==> src/rtl/udp_tx_packer_pkg.sv <==
// udp_tx_packer_pkg: shared types and constants for the UDP TX packer.
//   state_t      : packer FSM states
//   HDR_*        : word offsets of the header fields in the TX buffer
//   PAYLOAD_BASE : first payload word
//   maxlen()     : largest payload (bytes) that fits a 2**aw word buffer
package udp_tx_packer_pkg;

  typedef enum logic [2:0] {
    ST_IDLE, ST_FILL, ST_H0, ST_H1, ST_H2, ST_REL, ST_WAIT
  } state_t;

  localparam int HDR_DST_IP   = 0;
  localparam int HDR_PORTS    = 1;
  localparam int HDR_LEN      = 2;
  localparam int PAYLOAD_BASE = 3;

  function automatic int maxlen(input int aw);
    return ((1 << aw) - PAYLOAD_BASE) * 4;
  endfunction

endpackage

==> src/rtl/udp_tx_packer_if.sv <==
// udp_tx_packer_if: datagram source stream plus its per-datagram header.
//   master : the application source (drives header, data, valid, last)
//   slave  : the packer (drives s_tready)
interface udp_tx_packer_if;
  logic [31:0] dst_ip;
  logic [15:0] src_port;
  logic [15:0] dst_port;
  logic [7:0]  s_tdata;
  logic        s_tvalid;
  logic        s_tlast;
  logic        s_tready;

  modport master (output dst_ip, src_port, dst_port, s_tdata, s_tvalid, s_tlast,
                  input  s_tready);
  modport slave  (input  dst_ip, src_port, dst_port, s_tdata, s_tvalid, s_tlast,
                  output s_tready);
endinterface

==> src/rtl/udp_txbuf_ram.sv <==
// udp_txbuf_ram: 2**AWIDTH x 32 TX buffer storage.
//   clk          : write clock
//   we, be       : write enable and per-byte lane enables
//   waddr, wdata : write address / data
//   raddr, rdata : asynchronous read port
module udp_txbuf_ram #(
  parameter int AWIDTH = 6
) (
  input  logic              clk,
  input  logic              we,
  input  logic [3:0]        be,
  input  logic [AWIDTH-1:0] waddr,
  input  logic [31:0]       wdata,
  input  logic [AWIDTH-1:0] raddr,
  output logic [31:0]       rdata
);

  logic [31:0] mem [2**AWIDTH];

  always_ff @(posedge clk) begin
    if (we) begin
      for (int b = 0; b < 4; b++) begin
        if (be[b]) mem[waddr][8*b +: 8] <= wdata[8*b +: 8];
      end
    end
  end

  assign rdata = mem[raddr];

endmodule

==> src/rtl/udp_tx_packer.sv <==
// udp_tx_packer: packs one datagram (byte stream + header) into the 32-bit
// TX buffer read by the UDP stack, releases the buffer with a pulse and
// stalls the source until the stack grants it back.
//   clk, rst          : clock, synchronous active-high reset
//   s                 : source stream + header (udp_tx_packer_if.slave)
//   udp_txbuf_rel     : one-cycle release pulse to the stack
//   udp_txbuf_grant   : one-cycle ownership return from the stack
//   udp_txbuf_addr/ce : stack read port (ce ignored, reads always enabled)
//   udp_txbuf_rdata   : combinational buffer read data
//   overflow          : with rel, payload was truncated to MAXLEN
//   timeout           : grant timeout pulse
// Optional feature: define UDP_TX_PACKER_TIMEOUT_EN to reclaim the buffer
// when no grant arrives within TIMEOUT_CYCLES clocks after release.
module udp_tx_packer
  import udp_tx_packer_pkg::*;
#(
  parameter int AWIDTH         = 6,
  parameter int TIMEOUT_CYCLES = 2**24
) (
  input  logic              clk,
  input  logic              rst,
  udp_tx_packer_if.slave    s,
  output logic              udp_txbuf_rel,
  input  logic              udp_txbuf_grant,
  input  logic [AWIDTH-1:0] udp_txbuf_addr,
  input  logic              udp_txbuf_ce,
  output logic [31:0]       udp_txbuf_rdata,
  output logic              overflow,
  output logic              timeout
);

  localparam logic [15:0] MAXLEN = 16'(maxlen(AWIDTH));

  state_t            state, state_nx;
  logic [15:0]       cnt;
  logic              ovf_q;
  logic [31:0]       ip_q, ports_q;
  logic              accept, wait_done;
  logic              we;
  logic [3:0]        be;
  logic [AWIDTH-1:0] waddr;
  logic [31:0]       wdata;
  logic              ce_unused;

  assign ce_unused = udp_txbuf_ce;

`ifdef UDP_TX_PACKER_TIMEOUT_EN
  logic [31:0] wcnt;

  // Counts cycles spent in WAIT; restarts every time WAIT is entered.
  always_ff @(posedge clk) begin
    if (rst || state != ST_WAIT) wcnt <= '0;
    else                         wcnt <= wcnt + 32'd1;
  end

  // A grant in the expiry cycle wins over the timeout.
  assign wait_done = (state == ST_WAIT) && (wcnt == 32'(TIMEOUT_CYCLES - 1))
                     && !udp_txbuf_grant;
  assign timeout   = wait_done;
`else
  assign wait_done = 1'b0;
  assign timeout   = 1'b0;
`endif

  always_ff @(posedge clk) begin
    if (rst) state <= ST_IDLE;
    else     state <= state_nx;
  end

  always_comb begin
    state_nx      = state;
    s.s_tready    = 1'b0;
    udp_txbuf_rel = 1'b0;
    overflow      = 1'b0;
    accept        = 1'b0;
    we            = 1'b0;
    be            = 4'h0;
    waddr         = '0;
    wdata         = '0;
    case (state)
      ST_IDLE, ST_FILL: begin
        s.s_tready = 1'b1;
        accept     = s.s_tvalid;
        if (accept) begin
          // Bytes past MAXLEN are swallowed without a write.
          if (cnt < MAXLEN) begin
            we    = 1'b1;
            waddr = AWIDTH'(PAYLOAD_BASE) + AWIDTH'(cnt >> 2);
            // Lane 0 writes the whole word so stale upper lanes read 0.
            be    = (cnt[1:0] == 2'd0) ? 4'hF : (4'b0001 << cnt[1:0]);
            wdata = {24'h0, s.s_tdata} << {cnt[1:0], 3'b000};
          end
          state_nx = s.s_tlast ? ST_H0 : ST_FILL;
        end
      end
      ST_H0: begin
        we = 1'b1; be = 4'hF; waddr = AWIDTH'(HDR_DST_IP); wdata = ip_q;
        state_nx = ST_H1;
      end
      ST_H1: begin
        we = 1'b1; be = 4'hF; waddr = AWIDTH'(HDR_PORTS); wdata = ports_q;
        state_nx = ST_H2;
      end
      ST_H2: begin
        we = 1'b1; be = 4'hF; waddr = AWIDTH'(HDR_LEN); wdata = {16'h0, cnt};
        state_nx = ST_REL;
      end
      ST_REL: begin
        udp_txbuf_rel = 1'b1;
        overflow      = ovf_q;
        state_nx      = ST_WAIT;
      end
      ST_WAIT: begin
        if (udp_txbuf_grant || wait_done) state_nx = ST_IDLE;
      end
      default: state_nx = ST_IDLE;
    endcase
  end

  // Count doubles as the saturated length; cleared when the buffer returns.
  always_ff @(posedge clk) begin
    if (rst) begin
      cnt     <= '0;
      ovf_q   <= 1'b0;
      ip_q    <= '0;
      ports_q <= '0;
    end else begin
      if (state == ST_IDLE && accept) begin
        ip_q    <= s.dst_ip;
        ports_q <= {s.src_port, s.dst_port};
      end
      if (accept) begin
        if (cnt < MAXLEN) cnt   <= cnt + 16'd1;
        else              ovf_q <= 1'b1;
      end
      if (state == ST_WAIT && state_nx == ST_IDLE) begin
        cnt   <= '0;
        ovf_q <= 1'b0;
      end
    end
  end

  udp_txbuf_ram #(.AWIDTH(AWIDTH)) u_ram (
    .clk   (clk),
    .we    (we && !rst),
    .be    (be),
    .waddr (waddr),
    .wdata (wdata),
    .raddr (udp_txbuf_addr),
    .rdata (udp_txbuf_rdata)
  );

endmodule

==> src/flat_wrapper.sv <==
// flat-port wrapper written by rule: the top's interface ports become plain ports
module udp_tx_packer_flat import udp_tx_packer_pkg::*;
#(
  parameter int AWIDTH         = 6,
  parameter int TIMEOUT_CYCLES = 2**24
)
  (clk, rst, udp_txbuf_rel, udp_txbuf_grant, udp_txbuf_addr, udp_txbuf_ce, udp_txbuf_rdata, overflow, timeout, s_dst_ip, s_src_port, s_dst_port, s_s_tdata, s_s_tvalid, s_s_tlast, s_s_tready);
  udp_tx_packer_if s_i ();
  input  logic clk;
  input  logic rst;
  output logic udp_txbuf_rel;
  input  logic udp_txbuf_grant;
  input  logic [AWIDTH-1:0] udp_txbuf_addr;
  input  logic udp_txbuf_ce;
  output logic [31:0] udp_txbuf_rdata;
  output logic overflow;
  output logic timeout;
  input wire logic [$bits(s_i.dst_ip)-1:0] s_dst_ip;
  input wire logic [$bits(s_i.src_port)-1:0] s_src_port;
  input wire logic [$bits(s_i.dst_port)-1:0] s_dst_port;
  input wire logic [$bits(s_i.s_tdata)-1:0] s_s_tdata;
  input wire logic [$bits(s_i.s_tvalid)-1:0] s_s_tvalid;
  input wire logic [$bits(s_i.s_tlast)-1:0] s_s_tlast;
  output wire logic [$bits(s_i.s_tready)-1:0] s_s_tready;
  assign s_i.dst_ip = s_dst_ip;
  assign s_i.src_port = s_src_port;
  assign s_i.dst_port = s_dst_port;
  assign s_i.s_tdata = s_s_tdata;
  assign s_i.s_tvalid = s_s_tvalid;
  assign s_i.s_tlast = s_s_tlast;
  assign s_s_tready = s_i.s_tready;
  udp_tx_packer #(.AWIDTH(AWIDTH), .TIMEOUT_CYCLES(TIMEOUT_CYCLES)) u_core (.clk(clk), .rst(rst), .s(s_i), .udp_txbuf_rel(udp_txbuf_rel), .udp_txbuf_grant(udp_txbuf_grant), .udp_txbuf_addr(udp_txbuf_addr), .udp_txbuf_ce(udp_txbuf_ce), .udp_txbuf_rdata(udp_txbuf_rdata), .overflow(overflow), .timeout(timeout));
endmodule
==> config.mk <==
export PLATFORM = sky130hd
export DESIGN_NAME = udp_tx_packer_flat
export DESIGN_NICKNAME = d
export VERILOG_FILES = /design/src/rtl/udp_tx_packer_pkg.sv /design/src/rtl/udp_tx_packer_if.sv /design/src/rtl/udp_txbuf_ram.sv /design/src/rtl/udp_tx_packer.sv /design/src/flat_wrapper.sv
export SDC_FILE = /design/constraint.sdc
export NUM_CORES = 2
export LEC_CHECK = 0
export ABC_CLOCK_PERIOD_IN_PS = 3310
export CORE_UTILIZATION = 50
export CTS_BUF_LIST = sky130_fd_sc_hd__clkbuf_16
export DETAILED_ROUTE_END_ITERATION = 6
export DONT_BUFFER_PORTS = 1
export HOLD_SLACK_MARGIN = 0.1
export PLACE_DENSITY = 0.68
export SLEW_MARGIN = 5
export SYNTH_ARGS = -nofsm -noshare
export SYNTH_HDL_FRONTEND = slang
export SYNTH_SLANG_ARGS = --single-unit
==> constraint.sdc <==
create_clock -name clk -period 3.31 [get_ports clk]
set_input_delay 0.1655 -clock clk [delete_from_list [all_inputs] [get_ports clk]]
set_output_delay 0.1655 -clock clk [all_outputs]
set_load 0.02 [all_outputs]
=== Word level (Yosys, flattened, before mapping) ===
Memory sizes are Yosys's and may differ from the RTL's.
Cells that the tools add are included.

* Output and inout bits: 36
* Memories: 1
* Register bits after elaboration: 84
* Bits of input ports: 84
* RAM bits: 2048
* Logic and storage cells: 63

* $add $sub $neg: 2
* Magnitude comparators: 1
* Equal/unequal tests: 6
* Reductions and logical operators: 12
* Muxes and demuxes: 33
* Bitwise logic cells: 1
* Shifts and indexed selects: 2

{| class="wikitable"
|+ Memories
! name !! words !! width !! rd ports !! clocked after memory_dff !! wr ports !! line !! RTL
|-
| u_core.u_ram.mem || 64 || 32 || 1 || 0 || 1 || udp_txbuf_ram.sv:18 || <nowiki>logic [31:0] mem [2**AWIDTH];</nowiki>
|}

{| class="wikitable"
|+ Operators by type and width
! cell !! count
|-
| 32-bit one-hot mux with 4 select lines || 1
|-
| 32-bit two-way mux || 2
|-
| 8-bit by 5-bit << shifter with 32-bit output || 1
|-
| 1-bit two-way mux || 18
|-
| 3-bit one-hot mux with 6 select lines || 1
|-
| 6-bit one-hot mux with 3 select lines || 1
|-
| 16-bit by 1-bit adder with 16-bit output (second input constant) || 1
|-
| 16-bit by 8-bit less-than comparator with 1-bit output (second input constant) || 1
|-
| 4-bit two-way mux || 3
|-
| 6-bit two-way mux || 2
|-
| 3-bit == test (second input constant) || 3
|-
| 4-bit one-hot mux with 2 select lines || 1
|-
| 2-bit by 6-bit adder with 6-bit output (first input constant) || 1
|-
| 3-bit by 2-bit == test with 1-bit output (second input constant) || 2
|-
| 3-bit logical NOT || 2
|-
| 3-bit two-way mux || 2
|-
| 2-bit AND reduction || 2
|-
| 2-bit OR reduction || 2
|-
| 1-bit by 2-bit << shifter with 4-bit output (first input constant) || 1
|-
| 3-bit by 1-bit == test with 1-bit output (second input constant) || 1
|-
| 1-bit logical AND || 3
|-
| 3-bit OR reduction || 1
|-
| 2-bit logical NOT || 1
|-
| 2-bit two-way mux || 1
|-
| other kinds (3) || 3
|}

=== Logic depth before layout (Yosys ltp) ===
* Word-level depth: 8
* Depth in mapped cells: 10
* Mapped depth without buffers: 7

=== Cells and area by module ===
Synthesis repeated with hierarchy kept, for this count alone.

* Cell total of the unflattened synthesis: 4069
* Area total of the unflattened synthesis: 83234.8 um2

{| class="wikitable"
|+ Modules (own cells, without submodules)
! module !! area an instance (um2) !! times used !! seq. area each (um2) !! cells each
|-
| udp_txbuf_ram || 79130.9 || 1 || 61499.0 || 3544
|-
| udp_tx_packer || 4103.9 || 1 || 1681.6 || 525
|}

=== Worst setup path after synthesis ===
No wires, ideal clock.

* Path kind: flip-flop to flip-flop
* From: register u_core.cnt[2]
* To: memory u_core.u_ram.mem[57][0] (enable)
* Cell stages (with the launch flop): 10
* Path buffers: 2
* Setup time: 0.383 ns
* Setup slack: 0.180 ns
* Data required time: 2.927 ns
* Arrival time: 2.747 ns
* Period minus slack after synthesis: 3.130 ns
* Path through: dfxtp_1 -> clkbuf_1 -> clkinv_1 -> ha_1 -> nand3b_1 -> xor2_1 -> nor2_1 -> nand3_1 -> clkbuf_1 -> nor3_1

* Cells in the longest elaborated chain, start to end: 7
* Elaborated cells between the ends (all ways): 15
* Classes of those cells: add/sub: 1; order compare: 1; mux: 12; reduce/logical: 1

{| class="wikitable"
|+ Ends and longest elaborated chain
! what !! line !! RTL
|-
| start, declared || udp_tx_packer.sv:35 || <nowiki>logic [15:0] cnt;</nowiki>
|-
| start signal, assigned || udp_tx_packer.sv:133 || <nowiki>if (cnt < MAXLEN) cnt <= cnt + 16'd1;</nowiki>
|-
| 16-bit by 8-bit less-than comparator with 1-bit output || udp_tx_packer.sv:86 || <nowiki>if (cnt < MAXLEN) begin</nowiki>
|-
| 4-bit two-way mux / 1-bit two-way mux (equally long branches) || udp_tx_packer.sv:86 ||
|-
| 4-bit two-way mux / 1-bit two-way mux (equally long branches) || udp_tx_packer.sv:84 || <nowiki>if (accept) begin</nowiki>
|-
| 4-bit one-hot mux with 2 select lines / 1-bit one-hot mux with 2 select lines (equally long branches) || udp_tx_packer.sv:80 || <nowiki>case (state)</nowiki>
|-
| 1-bit two-way mux / 1-bit logical AND (equally long branches) || udp_txbuf_ram.sv:23, udp_tx_packer.sv:145 ||
|-
| 1-bit two-way mux || udp_txbuf_ram.sv:21 || <nowiki>if (we) begin</nowiki>
|-
| 1-bit two-way mux (implied by the code) || udp_txbuf_ram.sv:23 || <nowiki>if (be[b]) mem[waddr][8*b +: 8] <= wdata[8*b +: 8];</nowiki>
|-
| end, declared || udp_txbuf_ram.sv:18 ||
|}

Several ways; a longest one is shown, not always the timed one.

=== Final worst setup path ===
* From: input udp_txbuf_addr[2]
* To: output udp_txbuf_rdata[16]

* Cells in the longest elaborated chain, start to end: 1

{| class="wikitable"
|+ Ends and longest elaborated chain
! what !! line !! RTL
|-
| start, declared || flat_wrapper.sv:13 || <nowiki>input logic [AWIDTH-1:0] udp_txbuf_addr;</nowiki>
|-
| memory read 64 x 32 bit || n/a ||
|-
| end, declared || flat_wrapper.sv:15 || <nowiki>output logic [31:0] udp_txbuf_rdata;</nowiki>
|}

Every way passes these cells.

==> flow_summary.yaml <==
run_status:
  status: "finished, violations left"
  violations: "negative setup slack"
sta:
  setup_viol: 2
  fin_crit_sh_pct: 101.7
  tightest_slew_ps: 1414
  fmax_mhz: 297.0
  hold_violations: 0
  skew_ps: 29.13
  slew_violations: 0
  period_needed_ps: 3367
  slew_headroom_pct: 5.322
  rsz0062_at_grt: "false"
  setup_ws_ps: -57.10
placed_design:
  dp_hpwl_mm: 127.9
  port_buffers: 0
  gp_congestion: 0.8718
  dpl_worst_slack_ps: -335.1
clock_tree:
  numCtsBuffers: 203
  cts_max_level: 4
  numClockSinks: 2132
  cts-root-buf: "clkbuf_16"
  cts.clk_slew.worst_paths_ps: 60
  cts_tree: "yes"
  clk_latency_ps: 830
  clk_path_buf_depth: 3
power_and_ir_drop:
  ir_drop_v: 0.0006031
  p_total_uw: 55850
  switching_share_pct: 21.83
  power_leakage_uw: 0.03144
  intPower_uw: 43660
  power.density_nw_per_um2: 574.7
  pwr-share-seq_pct: 53.5
  pwr-share-clk_pct: 39.8
  comb_power_share_pct: 6.6
  switchingPower_uw: 12190
worst_setup_path:
  worstPathRequired_ps: 3140
  start_kind: "primary input"
  crit_type: "in -> out"
  cp-end-kind: "output port"
  crit_arrival_ps: 3200
  path_max_fanout: 287
grt:
  grt_pass1_wl_mm: 312.9
  grt_pass1_vias: 44810
  overflow: 0
  grt_util_all_layers_pct: 25.99
  antenna_found_initial: 11
  grt_max_degree: 448
logic_synthesis:
  synthCells: 4126
  synth_area_per_cell_um2: 20.04
  synthArstFlopShare_pct: 0
  yosysUniqueCellTypes: 63
  synth-seq-area-share_pct: 76.42
  synth_warnings: 0
  ys_ff_latch: 2132
  synth_edf_count: 2048
  syn_nets: 4216
  yosys_most_used_dff: "edfxtp_1"
  netlist_area_um2: 82680
layout:
  nNetsFinal: 4820
  mostFrequentLayoutCell: "edfxtp_1"
  post-route-util_pct: 59.43
  fillers: 11460
  area_delta_synth_final_pct: 17.53
  final_cell_mix: "edfxtp_1 (2,048), mux4_2 (511), buf_4 (411)"
  final_layout_size_suffix_gt1_share_pct: 28.24
die:
  core.rowCount: 148
  dieWidth_um: 408.6
  ios: 120
  dieArea_um2: 167000
  die_y_um: 408.6
  core_area_um2: 163500
  start_util_pct: 50.57
run:
  max_cap_viol_count: 0
drt:
  drc: 0
  wl_per_cell_um: 31.13
  drt_first_pass_iters: 6
  ant_nets: 0
  num_vias: 44630
  vias_per_cell: 6.313
  wl_mm: 220.1
  drtIter0Drc: 5930
worst_hold_path:
  holdCritPathClass: "in -> reg"
## layer usage
| metal | part of all wire (%) | GRT usage (%) | vias to the layer above |
|---|---|---|---|
| li1 | - | - | 18240 |
| met1 | 39 | 36.55 | 23290 |
| met2 | 47 | 39.62 | 2688 |
| met3 | 12 | 7.081 | 409 |
| met4 | 3.1 | 8.550 | 8 |
| met5 | 0.028 | 0 | - |
## cells in the mapped netlist (18+ instances only)
library cell,instances,area [um^2]
nand2_1,240,900.9
o221ai_1,40,350.3
o22ai_1,97,606.8
nor4_1,20,125.1
buf_1,32,120.1
and3_1,18,112.6
nor2_1,252,945.9
mux2i_1,64,640.6
nor3_1,73,365.4
nand4_1,23,143.9
buf_2,105,525.5
mux4_2,511,11510
edfxtp_1,2048,61500
dfxtp_1,84,1682
a21oi_1,104,520.5
a22oi_1,56,420.4
clkbuf_1,110,412.9
nand3_1,57,285.3
## power by group through the flow
stage | registers, uW | clock network (uW) | logic [uW]
after floorplan | 30500 | 0 | 1970
after global placement | 30500 | 0 | 3040
after detailed placement | 30500 | 0 | 3100
after CTS | 29900 | 22400 | 3350
after global routing | 29900 | 23400 | 3820
final | 29900 | 22200 | 3700
## what timing repair did
| item | in CTS | in global routing |
|---|---|---|
| setup buffers | 1 | 2 |
| gates cloned | 0 | 6 |
| resized for setup | 14 | 28 |
| hold buffers | 177 | 0 |
| pin swaps | 2 | 2 |
| hold endpoints to repair | 1928 | 0 |
| setup endpoints to repair | 182 | 254 |
## final cells by class
cell class,count,area (um^2),share of cell area [%]
sequential,2132,63180,65.02
multi-input combinational,1722,18650,19.20
timing repair buffer,655,6242,6.424
clock buffer,211,5280,5.434
tap,2175,2721,2.800
clock inverter,157,1036,1.066
inverter,16,60.06,0.06180
antenna,1,2.502,0.002575
## logic make-up (layout without fill, tap and decap cells)
logic type	after synthesis	in the layout	synth area share, %
adder cells (fa/ha/maj)	6	6	0.09080
buffers and inverters	272	1039	1.453
XOR/XNOR	10	10	0.1059
flip-flops	2132	2132	76.42
AND/OR/NAND/NOR	746	746	4.039
AO/OA/AOI/OAI	384	384	3.198
other	1	2	0.004536
multiplexers	575	575	14.69
## state kept, by name (all words and copies together) (netlist names)
name and cells:
u_core.cnt 16, u_core.state 3, u_core.ovf_q 1, u_core.ports_q 32
u_core.u_ram.mem 2048, u_core.ip_q 32
## through the flow
stage	area (um^2)	hold WS (ps)	TNS, ps	instances
3_3_place_gp	88590	239.6	-18400	6510
6_report	97180	160.4	-61.73	7069
2_1_floorplan	82680	301.5	0	4126
3_5_place_dp	88610	241.7	-14690	6511
4_1_cts	96800	104.0	0	7057
5_1_grt	97170	143.7	0	7068
## path summary, 6_finish.rpt
kind              slack [ps]                                  to  cells past startpoint                             from
setup / recovery         -60                 udp_txbuf_rdata[16]                      6                udp_txbuf_addr[2]
hold / removal           160  u_core.u_ram.mem[22][24]$_DFFE_PP_                      4                     s_s_tdata[0]
setup reg to reg          50  u_core.u_ram.mem[61][14]$_DFFE_PP_                      8       u_core.state[2]$_SDFF_PP0_
hold reg to reg          460     u_core.ports_q[10]$_SDFFE_PP0P_                      2  u_core.ports_q[10]$_SDFFE_PP0P_
## worst max-delay path, cell delays in order
cell	delay [ps]
nor2b_2	580
nand2b_1	430
buf_4	280
o22ai_1	120
nor4_1	640
o22a_1	400
No activity file was read; power rests on OpenSTA's default activity.
